### config.mk
export PLATFORM = sky130hd
export DESIGN_NAME = hdr_fetch
export DESIGN_NICKNAME = d
export VERILOG_FILES = /design/src/rtl/hdr_fetch.sv
export SDC_FILE = /design/constraint.sdc
export NUM_CORES = 1
export LEC_CHECK = 0
export CORE_ASPECT_RATIO = 1.2
export CORE_MARGIN = 5
export CORE_UTILIZATION = 26
export DETAILED_ROUTE_END_ITERATION = 10
export SYNTH_ARGS = -nofsm -noshare
export SYNTH_HDL_FRONTEND = slang
export SYNTH_SLANG_ARGS = --single-unit
### constraint.sdc
create_clock -name clk -period 2.2 [get_ports clk]
set_input_delay 0.44 -clock clk [delete_from_list [all_inputs] [get_ports clk]]
set_output_delay 0.44 -clock clk [all_outputs]
set_load 0.02 [all_outputs]
### src/rtl/hdr_fetch.sv
// hdr_fetch: fetches up to MAXWORDS 32-bit words of a block header over an
// Avalon-MM read master (one read outstanding at a time) and streams each word
// with its index to the hasher through a valid/ready handshake.
//
// Ports
//   clk, reset_n               clock, synchronous active-low reset
//   start, base_addr, word_count
//                              fetch request (sampled in IDLE only)
//   master_address, master_read, master_readdata,
//   master_readdatavalid, master_waitrequest
//                              Avalon-MM read master
//   out_data, out_index, out_valid, out_ready
//                              word stream to hasher
//   busy, done                 status: busy outside IDLE, one-cycle done pulse
module hdr_fetch #(
  parameter int unsigned MASTER_ADDRESSWIDTH = 26,
  parameter int unsigned DATAWIDTH           = 32,
  parameter int unsigned MAXWORDS            = 20
) (
  input  logic                           clk,
  input  logic                           reset_n,
  input  logic                           start,
  input  logic [MASTER_ADDRESSWIDTH-1:0] base_addr,
  input  logic [4:0]                     word_count,
  output logic [MASTER_ADDRESSWIDTH-1:0] master_address,
  output logic                           master_read,
  input  logic [DATAWIDTH-1:0]           master_readdata,
  input  logic                           master_readdatavalid,
  input  logic                           master_waitrequest,
  output logic [DATAWIDTH-1:0]           out_data,
  output logic [4:0]                     out_index,
  output logic                           out_valid,
  input  logic                           out_ready,
  output logic                           busy,
  output logic                           done
);

  localparam int unsigned AW = MASTER_ADDRESSWIDTH;
  localparam int unsigned DW = DATAWIDTH;
  localparam int unsigned IW = 5;

  typedef enum logic [2:0] {
    S_IDLE      = 3'd0,
    S_REQ       = 3'd1,
    S_WAIT_DATA = 3'd2,
    S_PUSH      = 3'd3,
    S_DONE      = 3'd4
  } state_e;

  state_e        state_q, state_d;
  logic [AW-1:0] base_q, base_d;
  logic [IW-1:0] cnt_q, cnt_d;
  logic [IW-1:0] idx_q, idx_d;
  logic [AW-1:0] addr_q, addr_d;
  logic [DW-1:0] data_q, data_d;
  logic [IW-1:0] oidx_q, oidx_d;
  logic          read_q, read_d;
  logic          valid_q, valid_d;
  logic          busy_q, busy_d;
  logic          done_q, done_d;

  logic [IW-1:0] eff_cnt;
  logic [IW-1:0] idx_inc;
  logic [AW-1:0] base_aligned;

  // Requested length clamped to one header; base forced word-aligned.
  assign eff_cnt      = (word_count > IW'(MAXWORDS)) ? IW'(MAXWORDS) : word_count;
  assign idx_inc      = idx_q + IW'(1);
  assign base_aligned = base_addr & ~AW'(3);

  // Next-state, datapath and registered-output decode.
  always_comb begin
    state_d = state_q;
    base_d  = base_q;
    cnt_d   = cnt_q;
    idx_d   = idx_q;
    addr_d  = addr_q;
    data_d  = data_q;
    oidx_d  = oidx_q;

    case (state_q)
      S_IDLE: begin
        if (start) begin
          base_d  = base_aligned;
          cnt_d   = eff_cnt;
          idx_d   = '0;
          addr_d  = base_aligned;
          state_d = (eff_cnt != '0) ? S_REQ : S_DONE;
        end
      end
      S_REQ: begin
        if (!master_waitrequest) state_d = S_WAIT_DATA;
      end
      S_WAIT_DATA: begin
        if (master_readdatavalid) begin
          data_d  = master_readdata;
          oidx_d  = idx_q;
          state_d = S_PUSH;
        end
      end
      S_PUSH: begin
        if (out_ready) begin
          idx_d = idx_inc;
          if (idx_inc < cnt_q) begin
            // Address wraps naturally at AW bits.
            addr_d  = base_q + AW'({idx_inc, 2'b00});
            state_d = S_REQ;
          end else begin
            state_d = S_DONE;
          end
        end
      end
      S_DONE:  state_d = S_IDLE;
      default: state_d = S_IDLE;
    endcase

    // Outputs are registered copies of the decode of the next state.
    read_d  = (state_d == S_REQ);
    valid_d = (state_d == S_PUSH);
    busy_d  = (state_d != S_IDLE);
    done_d  = (state_d == S_DONE);
  end

  // State and output registers.
  always_ff @(posedge clk) begin
    if (!reset_n) begin
      state_q <= S_IDLE;
      base_q  <= '0;
      cnt_q   <= '0;
      idx_q   <= '0;
      addr_q  <= '0;
      data_q  <= '0;
      oidx_q  <= '0;
      read_q  <= 1'b0;
      valid_q <= 1'b0;
      busy_q  <= 1'b0;
      done_q  <= 1'b0;
    end else begin
      state_q <= state_d;
      base_q  <= base_d;
      cnt_q   <= cnt_d;
      idx_q   <= idx_d;
      addr_q  <= addr_d;
      data_q  <= data_d;
      oidx_q  <= oidx_d;
      read_q  <= read_d;
      valid_q <= valid_d;
      busy_q  <= busy_d;
      done_q  <= done_d;
    end
  end

  assign master_address = addr_q;
  assign master_read    = read_q;
  assign out_data       = data_q;
  assign out_index      = oidx_q;
  assign out_valid      = valid_q;
  assign busy           = busy_q;
  assign done           = done_q;

endmodule

; ---- Word level (Yosys, flattened, before mapping)
; Index checks and enable logic that the tools add are counted.
[classes]
n_eq_ne = 9
reduce_logical = 8
order_cmp = 2
n_addsub = 2
mux = 15
[op_table]
columns = operator, count
row1 = 26-bit two-way mux, 3
row2 = 26-bit case mux with 2 select lines, 1
row3 = 26-bit by 7-bit adder with 26-bit output, 1
row4 = 3-bit two-way mux, 6
row5 = 5-bit two-way mux, 3
row6 = 3-bit case mux with 4 select lines, 1
row7 = 5-bit case mux with 2 select lines, 1
row8 = 3-bit by 2-bit == test with 1-bit output (second input constant), 3
row9 = 3-bit by 1-bit == test with 1-bit output (second input constant), 2
row10 = 2-bit != test (second input constant), 3
row11 = 5-bit by 1-bit adder with 5-bit output (second input constant), 1
row12 = 5-bit > comparator (second input constant), 1
row13 = 5-bit < comparator, 1
row14 = 5-bit nonzero test, 1
row15 = 2-bit AND reduction, 2
row16 = 4-bit AND reduction, 1
row17 = 3-bit == test (second input constant), 1
row18 = 3-bit logical NOT, 1
row19 = 3-bit AND reduction, 1
row20 = 3-bit nonzero test, 1
row21 = 2-bit nonzero test, 1
[word_totals]
ff_bits = 104
inputBits = 69
output_inout_bits = 67

; ---- Depth between registers and ports, before layout
; Gate-level depths: netlist of run 1.
[depth]
ltp_word = 7
mapped_depth = 10
ltp_nobuf = 10

; ---- Worst setup path before layout of run 1
; Ideal clock, no wire load.
[synth_path]
kind = reg2reg
from = reg idx_q[0]
to = reg addr_q[14] (netlist: master_address[14])
stages_incl_launch_ff = 9
period_less_slack_ps = 2318
path_buffers = 0
required_time_ps = 2067
arrival_time_ps = 2185
slack_ps = -118
cell_sequence = dfxtp_1 > ha_1 > fa_1 > a211oi_1 > o21ai_1 > and2b_1 > and3_1 > xnor2_1 > o221ai_1
[synth_via]
elab_chain_cells = 5
[synth_rtl]
columns = element, line_no
row1 = start: declaration, 53  ; logic [IW-1:0] idx_q, idx_d;
row2 = start signal: assignment, 142  ; idx_q <= idx_d;
row3 = 5-bit by 1-bit adder with 5-bit output (*), 68  ; assign idx_inc = idx_q + IW'(1);
row4 = 26-bit by 7-bit adder with 26-bit output, 106  ; addr_d = base_q + AW'({idx_inc, 2'b00});
row5 = 26-bit two-way mux, 104  ; if (idx_inc < cnt_q) begin
row6 = 26-bit two-way mux, 102  ; if (out_ready) begin
row7 = 26-bit case mux with 2 select lines, 81  ; case (state_q)
row8 = end signal: assignment, 143  ; addr_q <= addr_d;
row9 = end: declaration, 54  ; logic [AW-1:0] addr_q, addr_d;
; Every way passes the cells marked *; elsewhere a longest branch is shown, timed or not. The select of a mux whose other input is x is not followed.
; A chain may end at the register's enable or synchronous reset.

; ---- Worst setup path after layout of run 1
; Ends and elaborated chain as after synthesis.

==> qor.yml, run 1 <==
place:
  dpl_cell_area_sq_um: 6370
  portBuffers: 131
  dp_hpwl_mm: 9.95
  gp_congestion: 0.807
  place_inst: 932
drt:
  drtPass1Iterations: 4
  dr_wl_met2_mm: 7.31
  drt-met1-wl_mm: 6.01
  drt_iter0_drc: 274
  top_layer_used: "met4"
  wl_met3_mm: 1.15
  drt_wl_total_mm: 14.6
  via_count: 4535
  ant_nets: 0
  route.detailed.drc: 0
  avgRoutedWirePerCell_um: 15.2
  viasPerCell: 4.70
yosys:
  syn_avg_cell_area_sq_um: 7.90
  yosys.area_share.simple_pct: 23.9
  yosysWarnings: 0
  synth_top_area_cell: "dfxtp_1"
  synth_fa_ha_area_share_pct: 3.21
  synth_xor_area_share_pct: 4.07
  yosys-top-cells-area: "dfxtp_1 45%, nand2_1 13%, a21oi_1 8.7%"
  async_reset_ff_share_pct: 0
  synth_ff_type: "dfxtp_1"
  synth-edff-count: 0
  synth_top_area_share_pct: 45.1
  ys_ff_latch: 102
  synth_compound_area_share_pct: 18.4
  synth.cell_area_sq_um: 4520
  yosysSeqAreaShare_pct: 45.1
  syn_inst: 573
  ys_types: 49
  synthMuxAreaShare_pct: 0.442
  synth_top_family_by_area: "simple AND/OR/NAND/NOR gates"
worst_setup_path:
  critPathLaunchType: "flip-flop"
  required_ps: 2430
  cp_max_fo: 7
  reg2reg_depth: 11
  crit_path_end_kind: "flip-flop"
  worst-setup-path-type: "flip-flop to flip-flop"
  critical_path_arrival_ps: 2490
clock_tree:
  cts-root-buf: "clkbuf_16"
  hold_buffers: 0
  cts_buffers: 9
  worstSkewPairLatency_ps: 360
  path_clk_slew_ps: 70
  cts_tree: "done"
  clk_path_buf_depth: 2
  cts_sinks: 102
  htreeDepth: 3
die:
  die_area_sq_um: 20200
  ioPinCount: 136
  die_x_um: 130
  die_h_um: 155
  core_area_sq_um: 17000
  initial_core_util_pct: 26.6
  core.rowCount: 52
cells_and_area:
  nNetsFinal: 824
  n_antenna_cell: 0
  multi_input_comb_area_sq_um: 2660
  layout-drive-gt1-share_pct: 19.2
  regArea_sq_um: 2050
  area_delta_synth_final_pct: 60.6
  stdcell_count: 965
  final_util_pct: 42.8
  fill_cells: 1687
  final_area_sq_um: 7270
global_route:
  globalRouteTotalUtil_pct: 14.7
  grt_max_degree: 47
  antenna_found_initial: 0
  overflow: 0
  grt_pass1_wl_mm: 23.5
  grt_pass1_vias: 4555
sta:
  hold_viol_final: 0
  tightest_slew_ps: 635
  max_freq_mhz: 443
  fin_skew_ps: 9.90
  fin_crit_sh_pct: 103
  fin_tns_setup_ps: -149
  rsz0062_at_grt: "yes"
  maxSlewViolCount: 0
  setup_viol: 6
  setup_slack_ps: -55.0
  min_period_ps: 2260
  max_slew_margin_pct: 57.5
job:
  maxCapViolations: 0
outcome:
  status: "complete, but fails checks"
  violations: "setup timing"
pwr:
  max-vdd-ir-drop_mv: 0.300
  p_total_mw: 4.69
  p_leak_nw: 2.60
  cellPowerDensity_nw_per_um2: 645
worst_hold_path:
  worst_hold_path_type: "flip-flop to flip-flop"
  holdPathStages: 2
## area by class of cell
| cell class | instances | share of cell area [%] |
|---|---|---|
| Clock buffer | 10 | 3.29 |
| Clock inverter | 6 | 1.15 |
| Inverter | 11 | 0.603 |
| Multi-Input combinational cell | 425 | 36.6 |
| Sequential cell | 102 | 28.3 |
| Tap cell | 216 | 3.72 |
| Timing Repair Buffer | 195 | 26.3 |
## registers in the layout, indices dropped and copies added, names as in the netlist
| signal | count |
|---|---|
| done | 1 |
| master_read | 1 |
| idx_q | 5 |
| out_index | 5 |
| state_q | 3 |
| cnt_q | 5 |
| busy | 1 |
| master_address | 24 |
| out_data | 32 |
| base_q | 24 |
| out_valid | 1 |
## worst paths after layout
check / from / end / slack, ps
worst max register to register: idx_q[0] / master_address[14] / -60
worst min register to register: out_data[0] / out_data[0] / 450
worst max-delay path: idx_q[0] / master_address[14] / -60
worst min-delay path: out_data[0] / out_data[0] / 450
## per-stage QoR
stage	hold slack, ps	worst slack [ps]
5_1_grt	479	-158
2_1_floorplan	432	4.07
6_report	454	-55.0
3_3_place_gp	441	-297
4_1_cts	455	-104
3_5_place_dp	445	-367
## critical path, cell delays in order, from the launching register on
cell      delay [ps]
dfxtp_4          380
ha_4             180
nand3_4           80
xnor2_2          150
buf_4            150
ha_4             280
o21ai_4           70
o21ai_4          190
and2b_4          240
and3_4           210
xnor2_2          100
o221ai_1         110
## metal layers
metal,GRT usage [%],up-vias
met4,5.68,0
met2,24.2,123
met1,17.7,2094
met5,0,-
li1,-,2308
met3,4.52,10
## power breakdown
part           internal [mW]  total [mW]  switching, mW
combinational          0.456       0.911          0.455
sequential              1.95        2.03         0.0853
clock                   1.03        1.74          0.717
total                   3.43        4.69           1.26
## cells in the final DEF, fill, tap and decap left out, drive strengths merged, types with 10 or more instances in the layout
cell type,count
o221ai,10
dfxtp,102
xnor2,15
clkdlybuf4s50,131
nand3,31
ha,10
nor2,29
buf,63
inv,12
a21oi,82
nand2,153
clkbuf,11
o21ai,15
## synth_stat cells, types with 9 or more instances
master	instances
a21oi_1	79
buf_2	10
clkbuf_1	21
dfxtp_1	102
ha_1	10
inv_1	11
nand2_1	152
nand3_1	31
nor2_1	29
nor3_1	9
o21ai_0	10
o221ai_1	10
xnor2_1	15
## cells by family after synthesis
family	after synthesis
xor gates and xnor gates	21
muxes	2
buffers and inverters	49
DFF	102
AOI/OAI and AO/OA	138
adders and majority gates	11
and+or+nand+nor	249
other	1
## timing repair
| item | CTS | global route |
|---|---|---|
| gates resized for setup | 44 | 42 |
| cloned | 2 | 1 |
| pin swaps | 20 | 29 |
| setup buffers | 8 | 8 |
| setup endpoints to repair | 28 | 25 |
No activity file was read; power rests on OpenSTA's default activity.
==> run 2: changes to the inputs <==
--- a/config.mk
+++ b/config.mk
@@ -9,6 +9,7 @@
 export CORE_MARGIN = 5
 export CORE_UTILIZATION = 26
 export DETAILED_ROUTE_END_ITERATION = 10
+export SKIP_CTS_REPAIR_TIMING = 1
 export SYNTH_ARGS = -nofsm -noshare
 export SYNTH_HDL_FRONTEND = slang
 export SYNTH_SLANG_ARGS = --single-unit
==> run 2 against run 1 <==
Against the previous run: the flow still finishes with violations (setup timing); wire length up 3.4%; critical endpoint is now master_address[21]; setup slack got worse by 77 ps; first-iteration DRC count unchanged; highest routed layer unchanged; clock power hardly changed; register-to-register slack lost 80 ps; flip-flop and latch count unchanged; critical path type unchanged; count of clock-buffer cells in the layout stayed put; hold slack barely moved; clock skew about the same; total power is 0.13% higher; critical path depth is the same; fmax decreased by 3.3%.
==> qor.yml, run 2 (synthesized netlist as in run 1, its figures left out) <==
global_route:
  grt_pass1_wl_mm: 22.2  # -5.3%
  grt_util_met3_pct: 4.28  # -0.24 points
  overflow: 0  # unchanged
  antenna_found_initial: 0  # unchanged
  grt_pass1_vias: 4352  # -4.5%
  busiest_layer: "met2"
  grt_max_degree: 47  # unchanged
  gr-usage-met1_pct: 17.2  # -0.59 points
  globalRouteTotalUtil_pct: 13.8  # -0.84 points
  grt_util_met2_pct: 22.5  # -1.6 points
pwr:
  internal_power_mw: 3.42  # -0.20%
  swShare_pct: 27.1  # +0.24 points
  combPwrFrac_pct: 19.4  # about the same
  cellPowerDensity_nw_per_um2: 648  # +0.43%
  max-vdd-ir-drop_mv: 0.300  # +0.18%
  switchingPower_mw: 1.27  # +1.0%
  clock_power_share_pct: 37.3  # about the same
  p_leak_nw: 2.59  # -0.63%
  p_seq_share_pct: 43.3  # about the same
drt:
  drt_iter0_drc: 274  # unchanged
  viasPerCell: 4.76  # +1.2%
  avgRoutedWirePerCell_um: 15.7  # +3.7%
  via_count: 4582  # +1.0%
  drt_wl_total_mm: 15.1  # +3.4%
  ant_nets: 0  # unchanged
  drtPass1Iterations: 4  # unchanged
  route.detailed.drc: 0  # unchanged
sta:
  setup_viol: 27  # +21
  max_slew_margin_pct: 52.2  # -5.3 points
  setup_slack_ps: -132  # -76.7 ps
  fin_tns_setup_ps: -1870  # -1720 ps
  rsz0062_at_grt: "yes"
  tightest_slew_ps: 714  # +78.7 ps
  maxSlewViolCount: 0  # unchanged
  hold_viol_final: 0  # unchanged
  min_period_ps: 2330  # +76.7 ps
  fin_skew_ps: 10.3  # +0.422 ps
  fin_crit_sh_pct: 106  # +3.5 points
  max_freq_mhz: 429  # -3.3%
worst_hold_path:
  worst_hold_path_type: "flip-flop to flip-flop"
  holdPathStages: 2  # unchanged
  min_from: "out_data[0]"
  hold-path-endpoint: "out_data[0]"
outcome:
  violations: "setup timing"
  status: "complete, but fails checks"
clock_tree:
  path_clk_slew_ps: 70  # about the same
  cts_sinks: 102  # unchanged
  cts-root-buf: "clkbuf_16"
  htreeDepth: 3  # unchanged
  cts_tree: "done"
  clk_path_buf_depth: 2  # unchanged
  cts_buffers: 9  # unchanged
  worstSkewPairLatency_ps: 360  # about the same
place:
  gp_congestion: 0.807  # unchanged
  dp_hpwl_mm: 9.95  # unchanged
  dp_slack_ps: -367  # unchanged
  place_inst: 932  # unchanged
  portBuffers: 131  # unchanged
die:
  core.rowCount: 52  # unchanged
  ioPinCount: 136  # unchanged
  die_area_sq_um: 20200  # unchanged
  die_h_um: 155  # unchanged
  initial_core_util_pct: 26.6  # unchanged
  die_x_um: 130  # unchanged
  core_area_sq_um: 17000  # unchanged
worst_setup_path:
  worst-setup-path-type: "flip-flop to flip-flop"
  required_ps: 2430  # about the same
  r2r_setup_slack_ps: -130  # -80 ps
  reg2reg_depth: 11  # unchanged
  cp_max_fo: 5  # -2
  critPathLaunchType: "flip-flop"
  r2r_end: "master_address[21]"
  crit_path_end_kind: "flip-flop"
  critical_path_arrival_ps: 2560  # +70 ps
  r2r-start: "idx_q[1]"
cells_and_area:
  area_delta_synth_final_pct: 60.1
  layout_common_cells: "146 x nand2_1, 131 x clkdlybuf4s50_1, 99 x dfxtp_1"
  largest_reg_flops: 32  # unchanged
  nNetsFinal: 822  # -0.24%
  n_antenna_cell: 0  # unchanged
  stdcell_count: 963  # -0.21%
  final_common_cell: "nand2_1"
  layout-drive-gt1-share_pct: 18.5  # -0.75 points
job:
  maxCapViolations: 0  # unchanged
-- run 2: changes by cell type in the layout (fill, tap and decap cells not counted), moves of 2 or more --
cell | before | now
o221ai_2 | 3 | 5
a21oi_1 | 75 | 78
a21oi_2 | 5 | 1
buf_4 | 50 | 44
o21ai_2 | 3 | 1
o221ai_1 | 7 | 5
buf_6 | 6 | 12
a21boi_1 | 0 | 2
nand2_2 | 7 | 5
-- run 2: power groups by stage --
| stage | logic [mW] | registers [mW] | clock network (mW) |
|---|---|---|---|
| 4_1_cts | 0.788 | 2.03 | 1.80 |
| 3_3_place_gp | 0.783 | 2.07 | 0 |
| 6_report | 0.911 | 2.03 | 1.75 |
| 3_5_place_dp | 0.785 | 2.07 | 0 |
| 5_1_grt | 0.984 | 2.04 | 1.88 |
| 2_1_floorplan | 0.327 | 2.12 | 0 |
-- run 2: cell type report --
class / count / area [sq um]
Multi-Input combinational cell: 425 / 2650
Clock inverter: 6 / 83.8
Inverter: 11 / 43.8
Clock buffer: 10 / 239
Tap cell: 216 / 270
Sequential cell: 102 / 2050
Timing Repair Buffer: 193 / 1900
Fill cell: 1691 / 9740
-- run 2: routing by layer --
layer	vias to the layer above	share of wire [%]
li1	2303	-
met1	2123	42
met2	131	48
met3	25	7.4
met4	0	2.7
met5	-	0
-- run 2: metrics by stage --
stage               power [mW]  cell area [sq um]  hold slack [ps]  util [%]
floorplan                 2.45               4540              432         -
global placement          2.85               6370              441      37.5
global route              4.91               7240              479      42.7
finish                    4.69               7240              454      42.7
CTS                       4.62               6700              455      39.4
detailed placement        2.86               6370              445      37.5
-- run 2: how the worst max path moves through the flow --
stage          startpoint                  to  slack, ps  depth (start not counted)
5_1_grt          idx_q[1]  master_address[21]       -230                         11
4_1_cts          idx_q[1]  master_address[22]       -400                         10
2_1_floorplan    idx_q[0]  master_address[14]          4                          9
3_3_place_gp     idx_q[1]  master_address[14]       -300                         11
3_5_place_dp     idx_q[1]  master_address[20]       -370                         11
6_report         idx_q[1]  master_address[21]       -130                         11
-- run 2: critical path, stage by stage, from the launching register on --
cell	delay [ps]
dfxtp_4	360
ha_4	190
xor2_4	160
buf_6	120
ha_4	280
nand2_2	60
o211ai_1	250
nand2_1	160
buf_6	170
nor3_4	170
xnor2_1	150
o221ai_1	120
